==> config.mk <==
export PLATFORM = sky130hd
export DESIGN_NAME = lmdpl_dualrail_unmask_rx
export DESIGN_NICKNAME = d
export VERILOG_FILES = /design/src/rtl/lmdpl_dualrail_unmask_rx.sv
export SDC_FILE = /design/constraint.sdc
export NUM_CORES = 1
export LEC_CHECK = 0
export ABC_AREA = 1
export BUFFER_PORTS_ARGS = -buffer_cell sky130_fd_sc_hd__buf_2
export CAP_MARGIN = 30
export CORE_MARGIN = 2
export CORE_UTILIZATION = 45
export CTS_CLUSTER_SIZE = 8
export DETAILED_ROUTE_END_ITERATION = 7
export GPL_ROUTABILITY_DRIVEN = 1
export GPL_TIMING_DRIVEN = 0
export HOLD_SLACK_MARGIN = 0.05
export PLACE_DENSITY = 0.68
export SLEW_MARGIN = 30
export SYNTH_ARGS = -nofsm -noshare
export SYNTH_HDL_FRONTEND = slang
export SYNTH_SLANG_ARGS = --single-unit
==> constraint.sdc <==
create_clock -name clk -period 1.7 [get_ports clk]
set_input_delay 0.17 -clock clk [delete_from_list [all_inputs] [get_ports clk]]
set_output_delay 0.17 -clock clk [all_outputs]
set_load 0.005 [all_outputs]
==> src/rtl/lmdpl_dualrail_unmask_rx.sv <==
`timescale 1ns/1ps
// lmdpl_dualrail_unmask_rx
// Receive-side sequencer for WIDTH masked dual-rail LMDPL outputs.
// The block precharges the gates and then lets them evaluate. It waits until
// every rail pair has resolved, then captures the true rails and unmasks them
// with the mask that was latched at start. A rail fault or an evaluation
// timeout aborts the transaction and leaves a sticky error flag set.
//
// Ports:
//   clk, rst          single clock; synchronous active-high reset
//   start, m_out      transaction request and its output mask (taken only when idle)
//   q_m, q_m_bar      masked true/complement rails from the gate array
//   precharge         1 = gates forced to precharge (rails low)
//   busy              transaction in flight (start acceptance until back in IDLE)
//   out_data/out_valid/out_ready   unmasked result handshake
//   err_fault         sticky: a rail pair read 11, or the rails were not low at the end of precharge
//   err_timeout       sticky: evaluation never completed
module lmdpl_dualrail_unmask_rx #(
  parameter int WIDTH        = 8,
  parameter int PRE_CYCLES   = 1,
  parameter int EVAL_TIMEOUT = 15
) (
  input  logic             clk,
  input  logic             rst,
  input  logic             start,
  input  logic [WIDTH-1:0] m_out,
  input  logic [WIDTH-1:0] q_m,
  input  logic [WIDTH-1:0] q_m_bar,
  output logic             precharge,
  output logic             busy,
  output logic [WIDTH-1:0] out_data,
  output logic             out_valid,
  input  logic             out_ready,
  output logic             err_fault,
  output logic             err_timeout
);

  localparam int PW = $clog2(PRE_CYCLES + 1);
  localparam int EW = $clog2(EVAL_TIMEOUT + 1);
  localparam logic [PW-1:0] PRE_LAST  = PW'(PRE_CYCLES - 1);
  localparam logic [EW-1:0] EVAL_LAST = EW'(EVAL_TIMEOUT - 1);
  localparam logic [EW-1:0] EVAL_MAX  = EW'(EVAL_TIMEOUT);

  typedef enum logic [1:0] {S_IDLE, S_PRE, S_EVAL, S_HOLD} state_t;

  state_t           state_q, state_d;
  logic [WIDTH-1:0] mask_q, mask_d;
  logic [PW-1:0]    pre_cnt_q, pre_cnt_d;
  logic [EW-1:0]    eval_cnt_q, eval_cnt_d;
  logic [WIDTH-1:0] out_data_q, out_data_d;
  logic             precharge_q, precharge_d;
  logic             busy_q, busy_d;
  logic             out_valid_q, out_valid_d;
  logic             err_fault_q, err_fault_d;
  logic             err_timeout_q, err_timeout_d;

  logic rail_fault, rail_done, rail_any, pre_last, eval_last;

  // Rail classification of the current sample. A pair is done when exactly
  // one rail is high; both rails high is a fault.
  assign rail_fault = |(q_m & q_m_bar);
  assign rail_done  = &(q_m ^ q_m_bar);
  assign rail_any   = |(q_m | q_m_bar);
  assign pre_last   = (pre_cnt_q == PRE_LAST);
  assign eval_last  = (eval_cnt_q == EVAL_LAST);

  // State and registered outputs. Reset puts the gates back into precharge.
  always_ff @(posedge clk) begin
    if (rst) begin
      state_q       <= S_IDLE;
      mask_q        <= '0;
      pre_cnt_q     <= '0;
      eval_cnt_q    <= '0;
      out_data_q    <= '0;
      precharge_q   <= 1'b1;
      busy_q        <= 1'b0;
      out_valid_q   <= 1'b0;
      err_fault_q   <= 1'b0;
      err_timeout_q <= 1'b0;
    end else begin
      state_q       <= state_d;
      mask_q        <= mask_d;
      pre_cnt_q     <= pre_cnt_d;
      eval_cnt_q    <= eval_cnt_d;
      out_data_q    <= out_data_d;
      precharge_q   <= precharge_d;
      busy_q        <= busy_d;
      out_valid_q   <= out_valid_d;
      err_fault_q   <= err_fault_d;
      err_timeout_q <= err_timeout_d;
    end
  end

  // Next-state logic. In EVAL a fault wins over completion, and completion
  // wins over timeout. Unknown encodings fall back to IDLE.
  always_comb begin
    state_d = state_q;
    case (state_q)
      S_IDLE: if (start) state_d = S_PRE;
      S_PRE:  if (pre_last) state_d = rail_any ? S_IDLE : S_EVAL;
      S_EVAL: begin
        if (rail_fault)     state_d = S_IDLE;
        else if (rail_done) state_d = S_HOLD;
        else if (eval_last) state_d = S_IDLE;
      end
      S_HOLD: if (out_ready) state_d = S_IDLE;
      default: state_d = S_IDLE;
    endcase
  end

  // Output and datapath logic. Status outputs come from the next state so
  // that they are registered and still line up with the state they describe.
  always_comb begin
    mask_d        = mask_q;
    pre_cnt_d     = pre_cnt_q;
    eval_cnt_d    = eval_cnt_q;
    out_data_d    = out_data_q;
    err_fault_d   = err_fault_q;
    err_timeout_d = err_timeout_q;
    case (state_q)
      S_IDLE: begin
        if (start) begin
          mask_d        = m_out;
          pre_cnt_d     = '0;
          eval_cnt_d    = '0;
          err_fault_d   = 1'b0;
          err_timeout_d = 1'b0;
        end
      end
      S_PRE: begin
        if (!pre_last)     pre_cnt_d = pre_cnt_q + 1'b1;
        else if (rail_any) err_fault_d = 1'b1;
      end
      S_EVAL: begin
        if (rail_fault) begin
          err_fault_d = 1'b1;
        end else if (rail_done) begin
          out_data_d = q_m ^ mask_q;
        end else begin
          if (eval_last) err_timeout_d = 1'b1;
          if (eval_cnt_q != EVAL_MAX) eval_cnt_d = eval_cnt_q + 1'b1;
        end
      end
      default: ;
    endcase
    precharge_d = (state_d != S_EVAL);
    busy_d      = (state_d != S_IDLE);
    out_valid_d = (state_d == S_HOLD);
  end

  assign precharge   = precharge_q;
  assign busy        = busy_q;
  assign out_data    = out_data_q;
  assign out_valid   = out_valid_q;
  assign err_fault   = err_fault_q;
  assign err_timeout = err_timeout_q;

endmodule

==> impl_metrics.py, run 1 <==
metrics = {
    "status": {
        "status": "finished clean",
    },
    "cells_and_area": {
        "syn2layout_area_growth_pct": 18.41,
        "drive_gt1_share_pct": 27.17,
        "nets": 316,
        "diodes": 0,
        "num-fill-cells": 396,
    },
    "timing": {
        "holdWs_ps": 88.92,
        "period_share_pct": 90.14,
        "max_freq_mhz": 652.6,
        "rsz0062_at_grt": "false",
        "relSlewSlack_pct": 65.63,
        "slew_viol_final": 0,
        "fin_skew_ps": 3.314,
        "fin_tns_setup_ps": 0,
        "setup-violations-final": 0,
        "hold_viol_final": 0,
        "period_needed_ps": 1532,
        "worst_pin_slew_ps": 515.6,
    },
    "power_and_ir_drop": {
        "power_frac_comb_pct": 18.3,
        "seqPwrFrac_pct": 52.7,
        "pwr-share-clk_pct": 29.0,
        "switchingPower_mw": 0.3662,
        "p_int_mw": 0.9263,
        "leakagePower_nw": 1.040,
        "vdd_drop_max_mv": 0.3848,
        "swShare_pct": 28.33,
        "powerDensity_nw_per_um2": 650.1,
    },
    "grt": {
        "grt_max_degree": 15,
        "grt_remaining_overflow": 0,
        "grt_pass1_wl_mm": 5.595,
        "grt_pass1_vias": 1309,
        "antenna_found_initial": 0,
        "track_usage_pct": 17.31,
    },
    "routing": {
        "via_per_inst": 4.521,
        "drc": 0,
        "drt_iter0_drc": 74,
        "dr.pass1.iters": 4,
        "ant_nets": 0,
        "vias": 1415,
        "routedWlPerCell_um": 10.27,
        "routed_wl_mm": 3.216,
    },
    "cts": {
        "cts_resized": 0,
        "ctsHoldBuffers": 0,
        "clk_pin_slew_ps": 90,
        "cts_root_buf": "clkbuf_8",
        "numCtsBuffers": 3,
        "cts_sinks": 27,
        "cts_max_level": 1,
        "cts_tree": "yes",
        "cts_setup_buffers": 0,
        "clk_latency_ps": 280,
        "clockBufferDepth": 2,
    },
    "logic_synthesis": {
        "synth_area_leaders": "dfxtp_1 (32%), ha_1 (16%), inv_1 (8.0%), nor2_1 (6.7%), nand2_1 (6.5%)",
        "yosys-top-cells-count": "inv_1 (36), nor2_1 (30), nand2_1 (29)",
        "synth-seq-area-share_pct": 32.19,
        "synth_edf_count": 0,
        "async_flop_share_pct": 0,
        "syn_inst": 221,
        "synth_nets": 271,
        "synth_area_um2": 1679,
        "yosys_warnings": 0,
        "synth_ff_type": "dfxtp_1",
        "syn_avg_cell_area_um2": 7.598,
        "synth_top_area_cell": "dfxtp_1",
        "ys_ff_latch": 27,
        "ys_types": 27,
        "yosys.cell_count.top_type": "inv_1",
        "synth_top_area_share_pct": 32.19,
    },
    "setup_path": {
        "start_kind": "flip-flop",
        "critPathRequiredTime_ps": 1880,
        "critical_path.startpoint": "state_q[0]",
        "worst_setup_path_end_kind": "flip-flop",
        "reg2reg_slack_ps": 170,
        "crit_type": "reg -> reg",
        "regToRegStartpoint": "state_q[0]",
        "worstPathMaxFanout": 9,
        "cp_data_arrival_time_ps": 1710,
    },
    "floorplan": {
        "dieArea_um2": 4236,
        "initial_core_util_pct": 46.21,
        "dieHeight_um": 65.09,
        "core_um2": 3633,
        "rows": 22,
        "die_w_um": 65.09,
        "io_pins": 41,
    },
    "job": {
        "maxCapViolations": 0,
    },
    "placed_design": {
        "io_buffers": 40,
        "hpwl_mm": 2.650,
        "gp_congestion": 0.7714,
    },
    "hold_path": {
        "holdCritStartpoint": "rst",
        "hold_path.class": "in -> reg",
    },
}
-- flip-flops by register name, indices dropped and copies added (netlist names) --
| name | count |
|---|---|
| state_q | 2 |
| busy | 1 |
| out_valid | 1 |
| err_fault | 1 |
| err_timeout | 1 |
| out_data | 8 |
| precharge | 1 |
| eval_cnt_q | 4 |
| mask_q | 8 |
-- worst max-delay path, cell delays in order (launching register included) --
cell      delay [ps]
dfxtp_2          370
inv_1             80
ha_1             190
buf_4            170
clkinv_2          80
nand2_1           60
a21oi_2          200
nand2_4          100
o21ai_1          120
a21oi_1           50
-- kinds of logic after synthesis --
kind of cell               after synthesis  synth area share, %
and+or+nand+nor                         85                24.22
buffers and inverters                   44                10.66
DFF                                     27                32.19
AOI/OAI and AO/OA                       33                11.33
xor gates and xnor gates                10                5.216
adders and majority gates               22                16.39
-- layout make-up --
| type | instances | area, um2 | share of cell area (%) |
|---|---|---|---|
| multi-input combinational | 150 | 962.2 | 48.40 |
| tap | 48 | 60.06 | 3.021 |
| clock buffer | 4 | 45.04 | 2.266 |
| buffer | 4 | 26.28 | 1.322 |
| timing repair buffer | 40 | 200.2 | 10.07 |
| sequential | 27 | 541.8 | 27.25 |
| inverter | 40 | 152.6 | 7.678 |
-- final timing paths --
kind,end,depth (start not counted)
setup / recovery,eval_cnt_q[0],9
hold / removal,eval_cnt_q[3],2
setup reg to reg,eval_cnt_q[0],9
hold reg to reg,out_data[5],2
-- per-layer routing --
layer / GRT usage (%) / part of all wire, %
met5: 0 / 0
met2: 28.74 / 47
met4: 7.292 / 1.7
met1: 21.90 / 47
met3: 3.299 / 4.3
-- power groups by stage --
stage | sequential (mW) | clock [mW] | combinational, mW
5_1_grt | 0.686 | 0.410 | 0.274
4_1_cts | 0.681 | 0.384 | 0.239
3_3_place_gp | 0.694 | 0 | 0.235
6_report | 0.681 | 0.375 | 0.236
2_1_floorplan | 0.693 | 0 | 0.156
3_5_place_dp | 0.696 | 0 | 0.239
-- per-stage QoR --
step / utilization [%] / instance area, um2 / std cells / setup slack, ps / total power, mW
2_1_floorplan: - / 1679 / 221 / 236.1 / 0.8493
3_3_place_gp: 53.37 / 1939 / 309 / 146.1 / 0.9294
3_5_place_dp: 53.37 / 1939 / 309 / 106.1 / 0.9345
4_1_cts: 54.61 / 1984 / 313 / 99.49 / 1.305
5_1_grt: 54.72 / 1988 / 313 / 9.203 / 1.370
6_report: 54.72 / 1988 / 313 / 167.6 / 1.293
-- cells in the final DEF, fill, tap and decap left out, types with 2 or more instances in the layout --
cell type and n:
clkinv_2 2, clkbuf_8 3, clkbuf_1 2, nand2_2 9
inv_2 2, nand2_4 3, inv_1 36, nor2_1 30
ha_1 22, buf_2 40, o21ai_2 2, nand2_1 28
nor2_2 2, o21ai_0 15, dfxtp_1 26, o21ai_1 2
a21oi_2 4, nand3_1 8, a21oi_1 9, xor2_1 10
Note: power is estimated with default switching activity, not from simulation.
==> run 2, diff against run 1 <==
--- a/config.mk
+++ b/config.mk
@@ -6,16 +6,16 @@
 export NUM_CORES = 1
 export LEC_CHECK = 0
 export ABC_AREA = 1
-export BUFFER_PORTS_ARGS = -buffer_cell sky130_fd_sc_hd__buf_2
 export CAP_MARGIN = 30
 export CORE_MARGIN = 2
 export CORE_UTILIZATION = 45
 export CTS_CLUSTER_SIZE = 8
 export DETAILED_ROUTE_END_ITERATION = 7
+export DONT_BUFFER_PORTS = 1
 export GPL_ROUTABILITY_DRIVEN = 1
 export GPL_TIMING_DRIVEN = 0
 export HOLD_SLACK_MARGIN = 0.05
-export PLACE_DENSITY = 0.68
+export PLACE_DENSITY = 0.59
 export SLEW_MARGIN = 30
 export SYNTH_ARGS = -nofsm -noshare
 export SYNTH_HDL_FRONTEND = slang
==> impl_metrics.py, run 2 (synthesis gave the netlist of run 1 again) <==
metrics = {
    "cts": {
        "clk_latency_ps": 280,
        "cts_setup_buffers": 0,
        "cts_tree": "yes",
        "clk_pin_slew_ps": 90,
        "clockBufferDepth": 2,
        "cts_sinks": 27,
        "numCtsBuffers": 3,
        "cts_max_level": 1,
        "cts_root_buf": "clkbuf_8",
    },
    "hold_path": {
        "hold_path.class": "in -> reg",
        "hold-path-endpoint": "mask_q[1]",
        "holdPathStages": 2,
        "holdCritStartpoint": "m_out[1]",
    },
    "cells_and_area": {
        "final_common_cell": "inv_1",
        "layout_common_cells": "inv_1 (36), nor2_1 (30), nand2_1 (29)",
        "nets": 277,
        "drive_gt1_share_pct": 14.60,
        "diodes": 0,
        "syn2layout_area_growth_pct": 7.228,
        "fin_cells": 274,
    },
    "routing": {
        "drt_iter0_drc": 37,
        "ant_nets": 0,
        "via_per_inst": 4.617,
        "dr.pass1.iters": 4,
        "routedWlPerCell_um": 11.40,
        "drc": 0,
        "vias": 1265,
        "routed_wl_mm": 3.124,
    },
    "floorplan": {
        "rows": 22,
        "dieArea_um2": 4236,
        "die_w_um": 65.09,
        "initial_core_util_pct": 46.21,
        "io_pins": 41,
        "dieHeight_um": 65.09,
        "core_um2": 3633,
    },
    "grt": {
        "track_usage_pct": 16.62,
        "grt_max_degree": 17,
        "grt_pass1_wl_mm": 5.402,
        "grt_pass1_vias": 1197,
        "antenna_found_initial": 0,
        "grt_remaining_overflow": 0,
    },
    "setup_path": {
        "cp_data_arrival_time_ps": 1710,
        "crit_chain": "inv_1 -> ha_1 -> buf_4 -> clkinv_2 -> nand2_1 -> a21oi_2 -> nand2_4 -> o21ai_1 -> a21oi_1",
        "critPathMaxStageDelay_ps": 370,
        "crit_slowest_cell": "dfxtp_2",
        "worstReg2RegEnd": "eval_cnt_q[0]",
        "reg2reg_depth": 9,
        "path_buf_inv": 3,
        "start_kind": "flip-flop",
        "worstPathMaxFanout": 9,
        "reg2reg_slack_ps": 160,
        "worst_setup_path_end_kind": "flip-flop",
        "crit_family": "flip-flops",
        "crit_type": "reg -> reg",
        "regToRegStartpoint": "state_q[0]",
        "critPathRequiredTime_ps": 1880,
    },
    "power_and_ir_drop": {
        "vdd_drop_max_mv": 0.5009,
        "power_mw": 1.252,
        "leakagePower_nw": 0.8689,
        "powerDensity_nw_per_um2": 695.2,
    },
    "placed_design": {
        "hpwl_mm": 2.555,
        "dpl_worst_slack_ps": 119.2,
        "io_buffers": 0,
        "dp.cells": 269,
        "gp_congestion": 0.8005,
    },
    "timing": {
        "hold_viol_final": 0,
        "rsz0062_at_grt": "false",
        "worst_pin_slew_ps": 535.5,
        "fin_tns_setup_ps": 0,
        "fin_skew_ps": 3.065,
        "holdWs_ps": 55.41,
        "post-route-worst-setup-slack_ps": 164.7,
        "setup-violations-final": 0,
        "slew_viol_final": 0,
        "period_share_pct": 90.31,
        "period_needed_ps": 1535,
        "relSlewSlack_pct": 64.30,
        "max_freq_mhz": 651.4,
    },
    "job": {
        "maxCapViolations": 0,
    },
    "status": {
        "status": "finished clean",
    },
}
[run 2: cell type report]
type | instances | area, um2
multi-input cells | 150 | 959.7
flip-flops and latches | 27 | 543.0
plain buffers | 4 | 26.28
repair buffers | 1 | 10.01
inverters | 40 | 152.6
clock inverters | 1 | 7.507
well taps | 48 | 60.06
fillers | 380 | 1833
clock buffers | 3 | 41.29
[run 2: report_power, final]
group          internal, mW  switching (mW)  total [mW]
clock network         0.167           0.207       0.374
registers             0.661          0.0210       0.683
logic                0.0741           0.121       0.195
[run 2: worst max-delay path by stage]
stage / to / cells past startpoint / slack, ps / from
after floorplan: eval_cnt_q[0] / 9 / 240 / state_q[0]
after global placement: eval_cnt_q[1] / 9 / 140 / state_q[0]
after detailed placement: eval_cnt_q[0] / 9 / 120 / state_q[0]
after CTS: eval_cnt_q[0] / 9 / 110 / state_q[0]
after global routing: err_fault / 8 / 30 / state_q[1]
final: eval_cnt_q[0] / 9 / 160 / state_q[0]
[run 2: per-stage QoR]
stage               util (%)  cell area [um2]
floorplan                  -             1679
global placement       47.87             1739
detailed placement     47.87             1739
CTS                    49.48             1798
global route           49.55             1800
finish                 49.55             1800
[run 2: layer usage]
metal / share of wire (%) / track usage [%] / wire length [um]
met2: 45 / 26.42 / 1420
met4: 0.70 / 3.125 / 22
met5: 0 / 0 / 0
met3: 5.3 / 4.688 / 167
met1: 48 / 22.65 / 1514
[run 2: what timing repair did]
item	CTS	global route
gates resized for setup	0	2
endpoints found under the hold margin	3	0
endpoints found under the setup margin	0	8
hold buffers	1	0
